$ cat src/rtl/branch_predictor_btb_if.sv
// Bus between the IF/ID stages and the branch target buffer: lookup port,
// resolved-branch update port, pipeline controls and statistics.
interface branch_predictor_btb_if #(
    parameter int WORD_LEN = 32,
    parameter int STAT_W   = 16
);
    logic                freeze;
    logic                flush_all;
    logic [WORD_LEN-1:0] lookup_pc;
    logic                pred_hit;
    logic                pred_taken;
    logic [WORD_LEN-1:0] pred_target;
    // upd_valid qualifies the upd_* fields for one cycle; there is no ready.
    // The update is taken at the clk edge unless freeze, flush_all or rst is
    // high, in which case it is dropped and the source must present it again.
    logic                upd_valid;
    logic [WORD_LEN-1:0] upd_pc;
    logic                upd_taken;
    logic [WORD_LEN-1:0] upd_target;
    logic                upd_pred_taken;
    logic [WORD_LEN-1:0] upd_pred_target;
    logic                mispredict;
    logic [WORD_LEN-1:0] redirect_pc;
    logic [STAT_W-1:0]   stat_branches;
    logic [STAT_W-1:0]   stat_mispredicts;

    modport master (
        output freeze, flush_all, lookup_pc,
        output upd_valid, upd_pc, upd_taken, upd_target, upd_pred_taken, upd_pred_target,
        input  pred_hit, pred_taken, pred_target, mispredict, redirect_pc,
        input  stat_branches, stat_mispredicts
    );

    modport slave (
        input  freeze, flush_all, lookup_pc,
        input  upd_valid, upd_pc, upd_taken, upd_target, upd_pred_taken, upd_pred_target,
        output pred_hit, pred_taken, pred_target, mispredict, redirect_pc,
        output stat_branches, stat_mispredicts
    );
endinterface

$ cat src/rtl/branch_predictor_btb.sv
// Direct-mapped branch target buffer with saturating direction counters:
// combinational IF lookup, ID-stage update with mispredict/redirect and stats.
module branch_predictor_btb #(
    parameter int WORD_LEN = 32,
    parameter int IDX_W    = 4,
    parameter int CNT_W    = 2,
    parameter int ADDR_LSB = 2,
    parameter int PC_INC   = 4,
    parameter int STAT_W   = 16
) (
    input logic clk,
    input logic rst,
    branch_predictor_btb_if.slave bus
);
    localparam int ENTRIES = 2 ** IDX_W;
    localparam int TAG_W   = WORD_LEN - ADDR_LSB - IDX_W;
    localparam logic [CNT_W-1:0] CNT_WT  = CNT_W'(1) << (CNT_W - 1);
    localparam logic [CNT_W-1:0] CNT_WNT = CNT_WT - CNT_W'(1);
    localparam logic [CNT_W-1:0] CNT_MAX = '1;

    logic                valid_q  [ENTRIES];
    logic [TAG_W-1:0]    tag_q    [ENTRIES];
    logic [WORD_LEN-1:0] target_q [ENTRIES];
    logic [CNT_W-1:0]    cnt_q    [ENTRIES];
    logic [STAT_W-1:0]   stat_br_q;
    logic [STAT_W-1:0]   stat_mp_q;

    logic [IDX_W-1:0]    lk_idx;
    logic [TAG_W-1:0]    lk_tag;
    logic [IDX_W-1:0]    up_idx;
    logic [TAG_W-1:0]    up_tag;
    logic                lk_hit;
    logic                lk_taken;
    logic                up_hit;
    logic                accept;
    logic [WORD_LEN-1:0] actual_next;
    logic                mispredict;

    assign lk_idx   = bus.lookup_pc[ADDR_LSB+IDX_W-1:ADDR_LSB];
    assign lk_tag   = bus.lookup_pc[WORD_LEN-1:ADDR_LSB+IDX_W];
    assign up_idx   = bus.upd_pc[ADDR_LSB+IDX_W-1:ADDR_LSB];
    assign up_tag   = bus.upd_pc[WORD_LEN-1:ADDR_LSB+IDX_W];

    // Lookup reads registered state only, so an update is seen a cycle later.
    assign lk_hit   = valid_q[lk_idx] && (tag_q[lk_idx] == lk_tag);
    assign lk_taken = lk_hit && cnt_q[lk_idx][CNT_W-1];
    assign up_hit   = valid_q[up_idx] && (tag_q[up_idx] == up_tag);

    assign bus.pred_hit    = lk_hit;
    assign bus.pred_taken  = lk_taken;
    assign bus.pred_target = lk_taken ? target_q[lk_idx]
                                      : bus.lookup_pc + WORD_LEN'(PC_INC);

    assign actual_next = bus.upd_taken ? bus.upd_target
                                       : bus.upd_pc + WORD_LEN'(PC_INC);
    // The upd_pred_taken bit is implied by upd_pred_target; only the
    // predicted next PC decides whether fetch went the wrong way.
    assign mispredict  = bus.upd_valid && !bus.freeze
                         && (bus.upd_pred_target != actual_next);
    assign accept      = bus.upd_valid && !bus.freeze && !bus.flush_all && !rst;

    assign bus.mispredict       = mispredict;
    assign bus.redirect_pc      = actual_next;
    assign bus.stat_branches    = stat_br_q;
    assign bus.stat_mispredicts = stat_mp_q;

    always_ff @(posedge clk) begin
        if (rst) begin
            for (int i = 0; i < ENTRIES; i++) begin
                valid_q[i] <= 1'b0;
                cnt_q[i]   <= CNT_WNT;
            end
            stat_br_q <= '0;
            stat_mp_q <= '0;
        end else if (bus.flush_all) begin
            for (int i = 0; i < ENTRIES; i++) begin
                valid_q[i] <= 1'b0;
                cnt_q[i]   <= CNT_WNT;
            end
        end else if (accept) begin
            if (up_hit) begin
                if (bus.upd_taken) begin
                    if (cnt_q[up_idx] != CNT_MAX) cnt_q[up_idx] <= cnt_q[up_idx] + CNT_W'(1);
                    target_q[up_idx] <= bus.upd_target;
                end else if (cnt_q[up_idx] != '0) begin
                    cnt_q[up_idx] <= cnt_q[up_idx] - CNT_W'(1);
                end
            end else if (bus.upd_taken) begin
                valid_q[up_idx]  <= 1'b1;
                tag_q[up_idx]    <= up_tag;
                target_q[up_idx] <= bus.upd_target;
                cnt_q[up_idx]    <= CNT_WT;
            end
            if (stat_br_q != '1) stat_br_q <= stat_br_q + STAT_W'(1);
            if (mispredict && stat_mp_q != '1) stat_mp_q <= stat_mp_q + STAT_W'(1);
        end
    end
endmodule

$ cat src/flat_wrapper.sv
// flat-port wrapper written by rule: the top's interface ports become plain ports
module branch_predictor_btb_flat 
#(
    parameter int WORD_LEN = 32,
    parameter int IDX_W    = 4,
    parameter int CNT_W    = 2,
    parameter int ADDR_LSB = 2,
    parameter int PC_INC   = 4,
    parameter int STAT_W   = 16
)
  (clk, rst, bus_freeze, bus_flush_all, bus_lookup_pc, bus_upd_valid, bus_upd_pc, bus_upd_taken, bus_upd_target, bus_upd_pred_taken, bus_upd_pred_target, bus_pred_hit, bus_pred_taken, bus_pred_target, bus_mispredict, bus_redirect_pc, bus_stat_branches, bus_stat_mispredicts);
  branch_predictor_btb_if #(.WORD_LEN(WORD_LEN), .STAT_W(STAT_W)) bus_i ();
  input logic clk;
  input logic rst;
  input wire logic [$bits(bus_i.freeze)-1:0] bus_freeze;
  input wire logic [$bits(bus_i.flush_all)-1:0] bus_flush_all;
  input wire logic [$bits(bus_i.lookup_pc)-1:0] bus_lookup_pc;
  input wire logic [$bits(bus_i.upd_valid)-1:0] bus_upd_valid;
  input wire logic [$bits(bus_i.upd_pc)-1:0] bus_upd_pc;
  input wire logic [$bits(bus_i.upd_taken)-1:0] bus_upd_taken;
  input wire logic [$bits(bus_i.upd_target)-1:0] bus_upd_target;
  input wire logic [$bits(bus_i.upd_pred_taken)-1:0] bus_upd_pred_taken;
  input wire logic [$bits(bus_i.upd_pred_target)-1:0] bus_upd_pred_target;
  output wire logic [$bits(bus_i.pred_hit)-1:0] bus_pred_hit;
  output wire logic [$bits(bus_i.pred_taken)-1:0] bus_pred_taken;
  output wire logic [$bits(bus_i.pred_target)-1:0] bus_pred_target;
  output wire logic [$bits(bus_i.mispredict)-1:0] bus_mispredict;
  output wire logic [$bits(bus_i.redirect_pc)-1:0] bus_redirect_pc;
  output wire logic [$bits(bus_i.stat_branches)-1:0] bus_stat_branches;
  output wire logic [$bits(bus_i.stat_mispredicts)-1:0] bus_stat_mispredicts;
  assign bus_i.freeze = bus_freeze;
  assign bus_i.flush_all = bus_flush_all;
  assign bus_i.lookup_pc = bus_lookup_pc;
  assign bus_i.upd_valid = bus_upd_valid;
  assign bus_i.upd_pc = bus_upd_pc;
  assign bus_i.upd_taken = bus_upd_taken;
  assign bus_i.upd_target = bus_upd_target;
  assign bus_i.upd_pred_taken = bus_upd_pred_taken;
  assign bus_i.upd_pred_target = bus_upd_pred_target;
  assign bus_pred_hit = bus_i.pred_hit;
  assign bus_pred_taken = bus_i.pred_taken;
  assign bus_pred_target = bus_i.pred_target;
  assign bus_mispredict = bus_i.mispredict;
  assign bus_redirect_pc = bus_i.redirect_pc;
  assign bus_stat_branches = bus_i.stat_branches;
  assign bus_stat_mispredicts = bus_i.stat_mispredicts;
  branch_predictor_btb #(.WORD_LEN(WORD_LEN), .IDX_W(IDX_W), .CNT_W(CNT_W), .ADDR_LSB(ADDR_LSB), .PC_INC(PC_INC), .STAT_W(STAT_W)) u_core (.clk(clk), .rst(rst), .bus(bus_i));
endmodule
$ cat config.mk
export PLATFORM = sky130hd
export DESIGN_NAME = branch_predictor_btb_flat
export DESIGN_NICKNAME = d
export VERILOG_FILES = /design/src/rtl/branch_predictor_btb_if.sv /design/src/rtl/branch_predictor_btb.sv /design/src/flat_wrapper.sv
export SDC_FILE = /design/constraint.sdc
export NUM_CORES = 1
export LEC_CHECK = 0
export CORE_UTILIZATION = 60
export CTS_CLUSTER_DIAMETER = 200
export CTS_CLUSTER_SIZE = 30
export DETAILED_ROUTE_END_ITERATION = 8
export PLACE_DENSITY = 0.78
export SYNTH_ARGS = -nofsm -noshare
export SYNTH_HDL_FRONTEND = slang
export SYNTH_SLANG_ARGS = --single-unit
$ cat constraint.sdc
create_clock -name clk -period 8.7 [get_ports clk]
set_input_delay 2.61 -clock clk [delete_from_list [all_inputs] [get_ports clk]]
set_output_delay 2.61 -clock clk [all_outputs]
set_load 0.005 [all_outputs]
==> results.cfg, run 1 <==
[outcome]
outcome = completed

[grt]
grt_overflow = 0
grt_pass1_vias = 27700
grtUsageMet1 = 0.446
grt_first_pass_wirelength_um = 188000
grt_max_degree = 84
busiest_layer = met2
grt_use_total = 0.337
grt_util_met2 = 0.551
use_met3 = 0.0710
antenna_found_initial = 10

[timing]
min_period_over_period = 0.998
min_period_ns = 8.68
worst_slew_pin_slew_ns = 1.23
rsz0062_at_grt = yes
hold_viol = 0
hold_slack_ns = 0.493
relSlewSlack = 0.180
setup_violations = 0
finalClockSkew_ns = 0.0513
fin_setup_tns_ns = 0
max_freq_ghz = 0.115
maxSlewViolCount = 0

[power_and_ir_drop]
switching_share = 0.226
switchingPower_w = 0.00193
cellInternalPower_w = 0.00662
peakVddDrop_mv = 0.122
power_frac_comb = 0.114
p_leak_nw = 17.4
seq_power_share = 0.623
power_density_nw_per_um2 = 162
p_clk_frac = 0.263

[synthesis]
avgSynthCellArea_um2 = 17.9
yosys_warnings = 0
synth.distinct_cells = 79
synthArstFlopShare = 0
syn-cell-area_um2 = 46400
ys_seq_area_frac = 0.642
synth-edff-count = 960
ys_ff_latch = 1008
netlist_instances = 2595
ys.flop_type = edfxtp_1
synth_nets = 2737

[routing]
vias_per_cell = 7.06
drt_iter0_markers = 4310
detail_route.first_pass.iterations = 6
drc = 0
ant_nets = 0
post_drt_wl_per_cell_um = 33.1
routed_wl_um = 132000
vias = 28200

[critical_path]
required_ns = 6.09
worst_setup_path_start_kind = input port
r2r_cells = 9
crit_path_max_fanout = 15
crit_arrival_ns = 6.07
critical_path_class = input port to output pin
crit_path_end_kind = output pin

[final_layout]
fin_area_um2 = 52900
mostFrequentLayoutCell = edfxtp_1
final_cells = 3996
area_growth_pct = 14.0
num-fill-cells = 4783
drive_above_1_share = 0.276
layout_common_cells = 960 x edfxtp_1, 380 x mux4_2, 242 x buf_4
finalNetCount = 3098

[clocking]
hold_buffers = 0
clkSinkCount = 1008
clock_tree.root_cell = clkbuf_16
cts_buffers = 39
cts_htree_levels = 2
path_clk_slew_ns = 0.11
clkLatencyLatePin_ns = 0.65
ctsLongestPathBuffers = 3
cts_tree = built

[floorplanning]
coreArea_um2 = 76200
dieHeight_um = 280
die_w_um = 280
start_util = 0.609
rows = 101
die_area_um2 = 78400
ios = 234

[run]
cap_violations = 0

[place]
placed_cell_area_um2 = 51300
port_buffers = 232
place_inst = 3924
hpwlAfterDp_um = 85800
gp_congestion = 0.967

[worst_hold_path]
hold_class = flop to flop
hold_depth = 1
through the flow:
step / total power, W / worst slack [ns] / util
final: 0.00855 / 0.0199 / 0.694
after global routing: 0.00874 / -0.0487 / 0.694
after CTS: 0.00852 / -0.00313 / 0.689
after detailed placement: 0.00637 / -0.367 / 0.673
after global placement: 0.00635 / -0.299 / 0.673
after floorplan: 0.00593 / 0.446 / -
cell families (layout without fill, tap and decap cells):
group,after synthesis,count (layout),synth area share
AO/OA/AOI/OAI,232,232,0.0341
XOR/XNOR,155,155,0.0296
adder cells (fa/ha/maj),7,7,0.00189
buffers and inverters,208,576,0.0213
flip-flops,1008,1008,0.642
multiplexers,525,525,0.217
other,0,3,0
AND/OR/NAND/NOR,460,460,0.0542
sequential cells by signal (all words and copies together), names as in the netlist:
signal	count
u_core.target_q	512
u_core.tag_q	416
u_core.cnt_q	32
u_core.bus.stat_branches	16
u_core.bus.stat_mispredicts	16
u_core.valid_q	16
final cells by class:
class,count,area (um^2),share of cell area
flip-flops and latches,1008,29800,0.563
multi-input cells,1379,15900,0.301
repair buffers,501,4740,0.0896
well taps,1030,1290,0.0244
clock buffers,45,1020,0.0193
inverters,27,101,0.00192
clock inverters,3,41.3,0.000781
diodes,3,7.51,0.000142
power by group through the flow:
stage          clock (W)  sequential, W  combinational [W]
2_1_floorplan          0        0.00543           0.000495
3_3_place_gp           0        0.00543           0.000917
3_5_place_dp           0        0.00543           0.000936
4_1_cts          0.00225        0.00532           0.000949
5_1_grt          0.00240        0.00532            0.00102
6_report         0.00225        0.00532           0.000977
synthesized netlist by cell type, drive strengths merged, types with 4 or more instances:
cell,n,area (um^2)
dfxtp,48,961
nor3,18,90.1
a21oi,53,265
and3,47,297
o22ai,4,25.0
clkbuf,78,297
mux4,380,8560
buf,103,588
nand4,36,231
nand3,66,330
nand2,75,282
nand2b,25,156
o211ai,9,67.6
xnor2,98,858
o31ai,10,75.1
mux2i,100,1000
nor4b,8,70.1
edfxtp,960,28800
xor2,56,490
o21ai,44,220
a32o,5,50.1
nor2b,26,163
a21o,11,82.6
a22oi,26,195
nor4,18,134
mux2,45,507
nand4b,4,35.0
and2,15,93.8
or2,4,25.0
nor2,80,300
o311ai,4,35.0
inv,27,101
or4,12,90.1
a31oi,6,37.5
ha,7,87.6
a221oi,6,58.8
or3,11,72.6
a211oi,17,128
and4,11,98.8
worst paths after layout:
check	slack [ns]	startpoint	endpoint
max	0.02	bus_lookup_pc[2]	bus_pred_target[12]
min	0.49	u_core.valid_q[14]$_DFF_P_	u_core.valid_q[14]$_DFF_P_
min reg2reg	0.49	u_core.valid_q[14]$_DFF_P_	u_core.valid_q[14]$_DFF_P_
max reg2reg	4.24	u_core.tag_q[14][2]$_DFFE_PP_	u_core.cnt_q[15][1]$_SDFFCE_PN0P_
timing repair:
action                                  in CTS  in global routing
setup buffers                                7                 11
resized for setup                           39                 57
pin swaps                                    6                 14
cloned                                       0                  3
endpoints found under the setup margin      33                 35
routing by layer:
metal  wire [um]  vias to the layer above  part of all wire
li1            -                    11400                 -
met1       46200                    14500              0.35
met2       64600                     1993              0.49
met3       15200                      327              0.12
met4        6090                       14             0.046
met5          84                        -           0.00064
worst max-delay path, stage by stage:
cell and delay (ns):
buf_16 0.14, buf_16 0.17, mux4_2 0.52, mux4_2 0.57
xnor2_2 0.25, nand4_1 0.15, nor4_2 0.31, and4_4 0.37
buf_12 0.16, mux2_4 0.33, clkdlybuf4s50_1 0.45
No activity file was read; power rests on OpenSTA's default activity.
==> run 2: changes to the inputs <==
--- a/config.mk
+++ b/config.mk
@@ -10,6 +10,7 @@
 export CTS_CLUSTER_SIZE = 30
 export DETAILED_ROUTE_END_ITERATION = 8
 export PLACE_DENSITY = 0.78
+export SLEW_MARGIN = 0
 export SYNTH_ARGS = -nofsm -noshare
 export SYNTH_HDL_FRONTEND = slang
 export SYNTH_SLANG_ARGS = --single-unit
==> results of run 2 <==
The final DEF is identical to that of run 1; final timing and power are the same.
==> RTL edit 1, RTL diff (config.mk and constraints of run 1) <==
`STAT_W` is set to 16 in 3 places; all go to 32.
--- a/src/rtl/branch_predictor_btb_if.sv
+++ b/src/rtl/branch_predictor_btb_if.sv
@@ -2,7 +2,7 @@
 // resolved-branch update port, pipeline controls and statistics.
 interface branch_predictor_btb_if #(
     parameter int WORD_LEN = 32,
-    parameter int STAT_W   = 16
+    parameter int STAT_W   = 32
 );
     logic                freeze;
     logic                flush_all;
--- a/src/rtl/branch_predictor_btb.sv
+++ b/src/rtl/branch_predictor_btb.sv
@@ -6,7 +6,7 @@
     parameter int CNT_W    = 2,
     parameter int ADDR_LSB = 2,
     parameter int PC_INC   = 4,
-    parameter int STAT_W   = 16
+    parameter int STAT_W   = 32
 ) (
     input logic clk,
     input logic rst,
--- a/src/flat_wrapper.sv
+++ b/src/flat_wrapper.sv
@@ -6,7 +6,7 @@
     parameter int CNT_W    = 2,
     parameter int ADDR_LSB = 2,
     parameter int PC_INC   = 4,
-    parameter int STAT_W   = 16
+    parameter int STAT_W   = 32
 )
   (clk, rst, bus_freeze, bus_flush_all, bus_lookup_pc, bus_upd_valid, bus_upd_pc, bus_upd_taken, bus_upd_target, bus_upd_pred_taken, bus_upd_pred_target, bus_pred_hit, bus_pred_taken, bus_pred_target, bus_mispredict, bus_redirect_pc, bus_stat_branches, bus_stat_mispredicts);
   branch_predictor_btb_if #(.WORD_LEN(WORD_LEN), .STAT_W(STAT_W)) bus_i ();
Ports: changed (resized bus_stat_branches and bus_stat_mispredicts); port bits go from 234 to 266. The function was not compared with the original's and may differ.
==> RTL edit 1 against run 1 <==
- area after synthesis increased by 5.4%
- die area increased by 5.4%
- sequential cell count grew 32
- setup slack better by 0.021 ns
- routed wire length increased by 7.4%
- power increased by 3.6%
- design area is 5.1% higher
- first-iteration DRC count decreased by 2.2%
==> RTL edit 1: results (changes against run 1) <==
Power Combinational=1.04 mW (was 0.977 mW); FMAX=115.5 MHz (was 115.2 MHz); met2 Usage GRT=54.60% (was 55.06%); leakage power=18.32 nW (was 17.35 nW); number of global-route vias before repair=29460 (was 27660); Slowest-stage cell, CP=or4b_4 (was mux4_2); syn nets=2967 (was 2737); fraction of layout cells with a size suffix above 1=26.39% (was 27.64%); grt met3 use=8.653% (was 7.103%); total clock buffers created by CTS=40 (was 39); Placed Area=53720 um^2 (was 51270 um^2); Setup Skew=0.03531 ns (was 0.05129 ns); top flop regs=u_core.target_q: 512 flops, u_core.tag_q: 416 flops (was u_core.target_q: 512 flops, u_core.tag_q: 416 flops, u_core.cnt_q: 32 flops); Placement Setup Slack=-0.3994 ns (was -0.3670 ns); Seq/Total Area, Yosys=62.21% (was 64.21%); largest net degree at the start of global routing=93 (was 84); Placer Congestion=0.9418 (was 0.9666); status=completed (unchanged); min-delay src=u_core.valid_q[2] (was u_core.valid_q[14]); hold worst-path end=u_core.valid_q[2] (was u_core.valid_q[14]); Net Sw Power=2.037 mW (was 1.932 mW); Worst Setup EP=bus_pred_target[24] (was bus_pred_target[12]); Post-synth top cells=edfxtp_1 (960), mux4_2 (371), xnor2_1 (107) (was edfxtp_1 (960), mux4_2 (380), mux2i_1 (100)); CP top delay family=multiplexers (unchanged); via/cell ratio=7.038 (was 7.059); Total GRT Usage=34.31% (was 33.70%); Post-Route WL=142000 um (was 132200 um); worst r2r dst=u_core.cnt_q[7][1] (was u_core.cnt_q[15][1]); Port Buffers=264 (was 232); Worst EP arrival=6.05 ns (was 6.07 ns); wire length on met1=49990 um (was 46190 um); worst reg2reg startpoint=u_core.tag_q[14][3] (was u_core.tag_q[14][2]); flop2flop setup slack=4.63 ns (was 4.24 ns); Worst VDD drop=0.1385 mV (was 0.1216 mV); routed length on met2=68390 um (was 64640 um); Pre-antenna DRT Iters=7 (was 6); WL met3=17020 um (was 15210 um); Nets=3347 (was 3098); Crit. Startpoint=bus_lookup_pc[2] (unchanged); GR Util met1=45.31% (was 44.61%); first-pass GRT wire length=202000 um (was 187800 um); Worst Tran Pin Value=1.253 ns (was 1.228 ns)
## RTL edit 1: per-stage QoR
stage	TNS (ns)	hold slack [ns]	util (%)	std cells	power [mW]
6_report	0	0.5024	69.00	4276	8.856
3_3_place_gp	-12.16	0.4561	66.70	4189	6.550
2_1_floorplan	0	0.4385	-	2825	6.120
4_1_cts	-0.8605	0.4986	68.47	4254	8.834
5_1_grt	-0.2956	0.5283	68.99	4274	9.053
3_5_place_dp	-12.03	0.4769	66.70	4189	6.570
## RTL edit 1: repair_timing
item / CTS / global route
setup endpoints to repair: 34 / 35
pin swaps: 1 / 11
setup buffers: 13 / 18
gates cloned: 3 / 1
gates resized for setup: 66 / 65
## RTL edit 1: cells by family (layout without fill, tap and decap cells)
logic type | Yosys count | after routing | share of synthesized area [%]
AO/OA/AOI/OAI | 238 | 238 | 3.428
XOR/XNOR | 184 | 184 | 3.325
adder cells (fa/ha/maj) | 7 | 7 | 0.1791
buffers and inverters | 235 | 623 | 2.617
flip-flops | 1040 | 1040 | 62.21
multiplexers | 531 | 531 | 21.52
other | 0 | 3 | 0
AND/OR/NAND/NOR | 590 | 590 | 6.717
## RTL edit 1: final cells by class
type,instances,area (um^2)
antenna,3,7.507
clock buffer,48,1074
clock inverter,2,27.53
fill,5008,24970
inverter,31,118.9
multi-input combinational,1550,17460
sequential,1040,30430
tap,1060,1326
timing repair buffer,542,5136
## RTL edit 1: worst register-to-register path, stage by stage, from the launching register on
cell	delay, ns
edfxtp_1	0.42
mux4_1	0.55
mux4_2	0.52
xnor2_1	0.29
nand2_1	0.24
nor3b_1	0.30
and4_1	0.31
nand3_2	0.15
o32ai_4	0.68
o21ai_0	0.33
==> RTL edit 2, RTL diff (config.mk and constraints of run 1) <==
Without the edit above. Register the output `bus.pred_target`; this adds one clock of latency there.
--- a/src/rtl/branch_predictor_btb.sv
+++ b/src/rtl/branch_predictor_btb.sv
@@ -48,8 +48,9 @@
 
     assign bus.pred_hit    = lk_hit;
     assign bus.pred_taken  = lk_taken;
-    assign bus.pred_target = lk_taken ? target_q[lk_idx]
-                                      : bus.lookup_pc + WORD_LEN'(PC_INC);
+    always_ff @(posedge clk) begin
+        bus.pred_target <= lk_taken ? target_q[lk_idx] : bus.lookup_pc + WORD_LEN'(PC_INC);
+    end
 
     assign actual_next = bus.upd_taken ? bus.upd_target
                                        : bus.upd_pc + WORD_LEN'(PC_INC);
Behaviour: not the same (Yosys sat finds a counterexample within 4 cycles, from zero or initial values and one cycle with rst high).
==> RTL edit 2 against run 1 <==
- hold slack worse by 0.018 ns
- routed wire length rose by 4.7%
- power grew 3.4%
- synthesized cell count increased by 5.9%
- area after synthesis is 2.6% higher
- largest cell class unchanged
- sequential cell count is 32 higher
- design area rose by 1.7%
- highest routed layer unchanged
- critical path type unchanged
- final cell count increased by 3.0%
- setup slack worse by 0.0083 ns
- sequential share of layout area increased by 0.26 points
==> RTL edit 2: results (changes against run 1) <==
status=completed (unchanged); Placement Setup Slack=-0.2034 ns (was -0.3670 ns); top flop regs=u_core.target_q: 512 flops, u_core.tag_q: 416 flops (was u_core.target_q: 512 flops, u_core.tag_q: 416 flops, u_core.cnt_q: 32 flops); number of global-route vias before repair=28560 (was 27660); Synth async-reset ratio=0% (unchanged); maximum clock insertion buffer count=3 (unchanged); count leader, synth=edfxtp_1 (unchanged); syn nets=2889 (was 2737); Ys Warns=0 (unchanged); Post-Route WL=138400 um (was 132200 um); Placed Area=52440 um^2 (was 51270 um^2); Placer Congestion=0.9864 (was 0.9666); Post-synth top cells=edfxtp_1 (960), mux4_2 (355), mux2i_1 (137) (was edfxtp_1 (960), mux4_2 (380), mux2i_1 (100)); clock slew at reported path FFs=~0.12 ns; Cells after DPL=4044 (was 3924); number of flops mapped to enable cells by yosys=960 (unchanged); reg2reg path depth=9 (unchanged); Synth cell types=87 (was 79); 1st-iter DRT viols=4471 (was 4310); Worst VDD drop=0.1430 mV (was 0.1216 mV); Pre-antenna DRT Iters=6 (unchanged); largest net degree at the start of global routing=107 (was 84); largest cells by area after synthesis=edfxtp_1 (61%), mux4_2 (17%), dfxtp_1 (3.4%) (was edfxtp_1 (62%), mux4_2 (18%), mux2i_1 (2.2%)); fraction of layout cells with a size suffix above 1=24.53% (was 27.64%); Nets=3194 (was 3098); Non-Filler Instances=4115 (was 3996); Synth Area per Inst=17.32 um^2 (was 17.88 um^2); Port Buffers=232 (unchanged); antenna violations before repair=3 (was 10); hpwl dp=88340 um (was 85820 um); Setup Skew=0.02903 ns (was 0.05129 ns); relative slew slack=21.51% (was 18.04%); later-pin clock latency in the skew report=roughly 0.64 ns; via/cell ratio=7.068 (was 7.059); CP max FO=4 (was 15); Root Driver=clkbuf_16 (unchanged); leakage power=17.30 nW (was 17.35 nW); Worst Hold Class=register to register (unchanged); H-tree depth=2 (unchanged); total clock buffers created by CTS=40 (was 39); Worst EP arrival=6.08 ns (was 6.07 ns); Seq/Total Area, Yosys=63.95% (was 64.21%); first-pass GRT wire length=197200 um (was 187800 um); Total GRT Usage=34.24% (was 33.70%); Worst Hold Depth=2 (was 1)
## RTL edit 2: changes by cell type after synthesis, moves of 18 or more
cell     before  now
nand2_1      75  127
mux2i_1     100  137
or3_1         8   26
xnor2_1      98   78
buf_2        53   32
a22o_1        2   25
nor2_1       80  109
mux4_2      380  355
dfxtp_1      48   80
## RTL edit 2: timing repair
action,CTS,global route
setup buffers,0,5
resized for setup,18,16
setup endpoints to repair,1,2
pin swaps,4,6
cloned,0,1
## RTL edit 2: worst max-delay path: stages
cell             delay, ns
clkdlybuf4s50_1       0.48
buf_6                 0.14
nand4_1               0.23
buf_4                 0.22
or4_4                 0.53
buf_4                 0.16
a21oi_1               0.14
o221a_2               0.20
o21ai_0               0.09
buf_4                 0.17
nor4_4                0.40
buf_6                 0.20
nor2_1                0.05
clkdlybuf4s50_1       0.44
## RTL edit 2: report_power, final
| group | leakage, nW | internal [mW] | switching (mW) | total [mW] |
|---|---|---|---|---|
| clock network | 0.537 | 0.897 | 1.46 | 2.35 |
| logic | 7.44 | 0.440 | 0.554 | 0.994 |
| registers | 9.32 | 5.47 | 0.0125 | 5.49 |
| total | 17.3 | 6.81 | 2.02 | 8.83 |
## RTL edit 2: path summary, 6_finish.rpt
kind,endpoint,startpoint,slack [ns]
setup / recovery,bus_mispredict,bus_upd_pc[13],0.01
hold reg to reg,u_core.valid_q[6],u_core.valid_q[6],0.48
setup reg to reg,u_core.cnt_q[7][1],u_core.tag_q[14][17],4.75
hold / removal,u_core.valid_q[6],u_core.valid_q[6],0.48
## RTL edit 2: kinds of logic (layout without fill, tap and decap cells)
group	count (synthesis)	count (layout)	share of synthesized area [%]
AO/OA/AOI/OAI	251	251	3.621
XOR/XNOR	146	146	2.872
adder cells (fa/ha/maj)	7	7	0.1841
buffers and inverters	210	537	2.264
flip-flops	1040	1040	63.95
multiplexers	545	545	20.95
other	0	1	0
AND/OR/NAND/NOR	548	548	6.159
## RTL edit 2: layout make-up
cell class	instances	area, um^2
inverter	23	86.33
clock inverter	1	11.26
fill	4938	24200
clock buffer	63	1109
multi-input combinational	1497	16470
timing repair buffer	450	4372
tap	1040	1301
sequential	1040	30430
antenna	1	2.502
## RTL edit 2: metal layers
metal	wire length, um	up-vias	GRT usage (%)	share of wire [%]
met4	6494	4	13.91	4.7
li1	-	11730	-	-
met3	16090	323	6.632	12
met5	20	-	0	0.014
met1	49140	14890	46.43	36
met2	66620	2136	55.13	48
## RTL edit 2: through the flow
step                      utilization (%)  hold slack (ns)  total power [mW]
after floorplan                         -           0.4361             6.121
after global placement              67.25           0.4443             6.540
after detailed placement            67.25           0.4575             6.564
after CTS                           68.76           0.4739             8.818
after global routing                68.97           0.4961             9.041
final                               68.97           0.4753             8.835
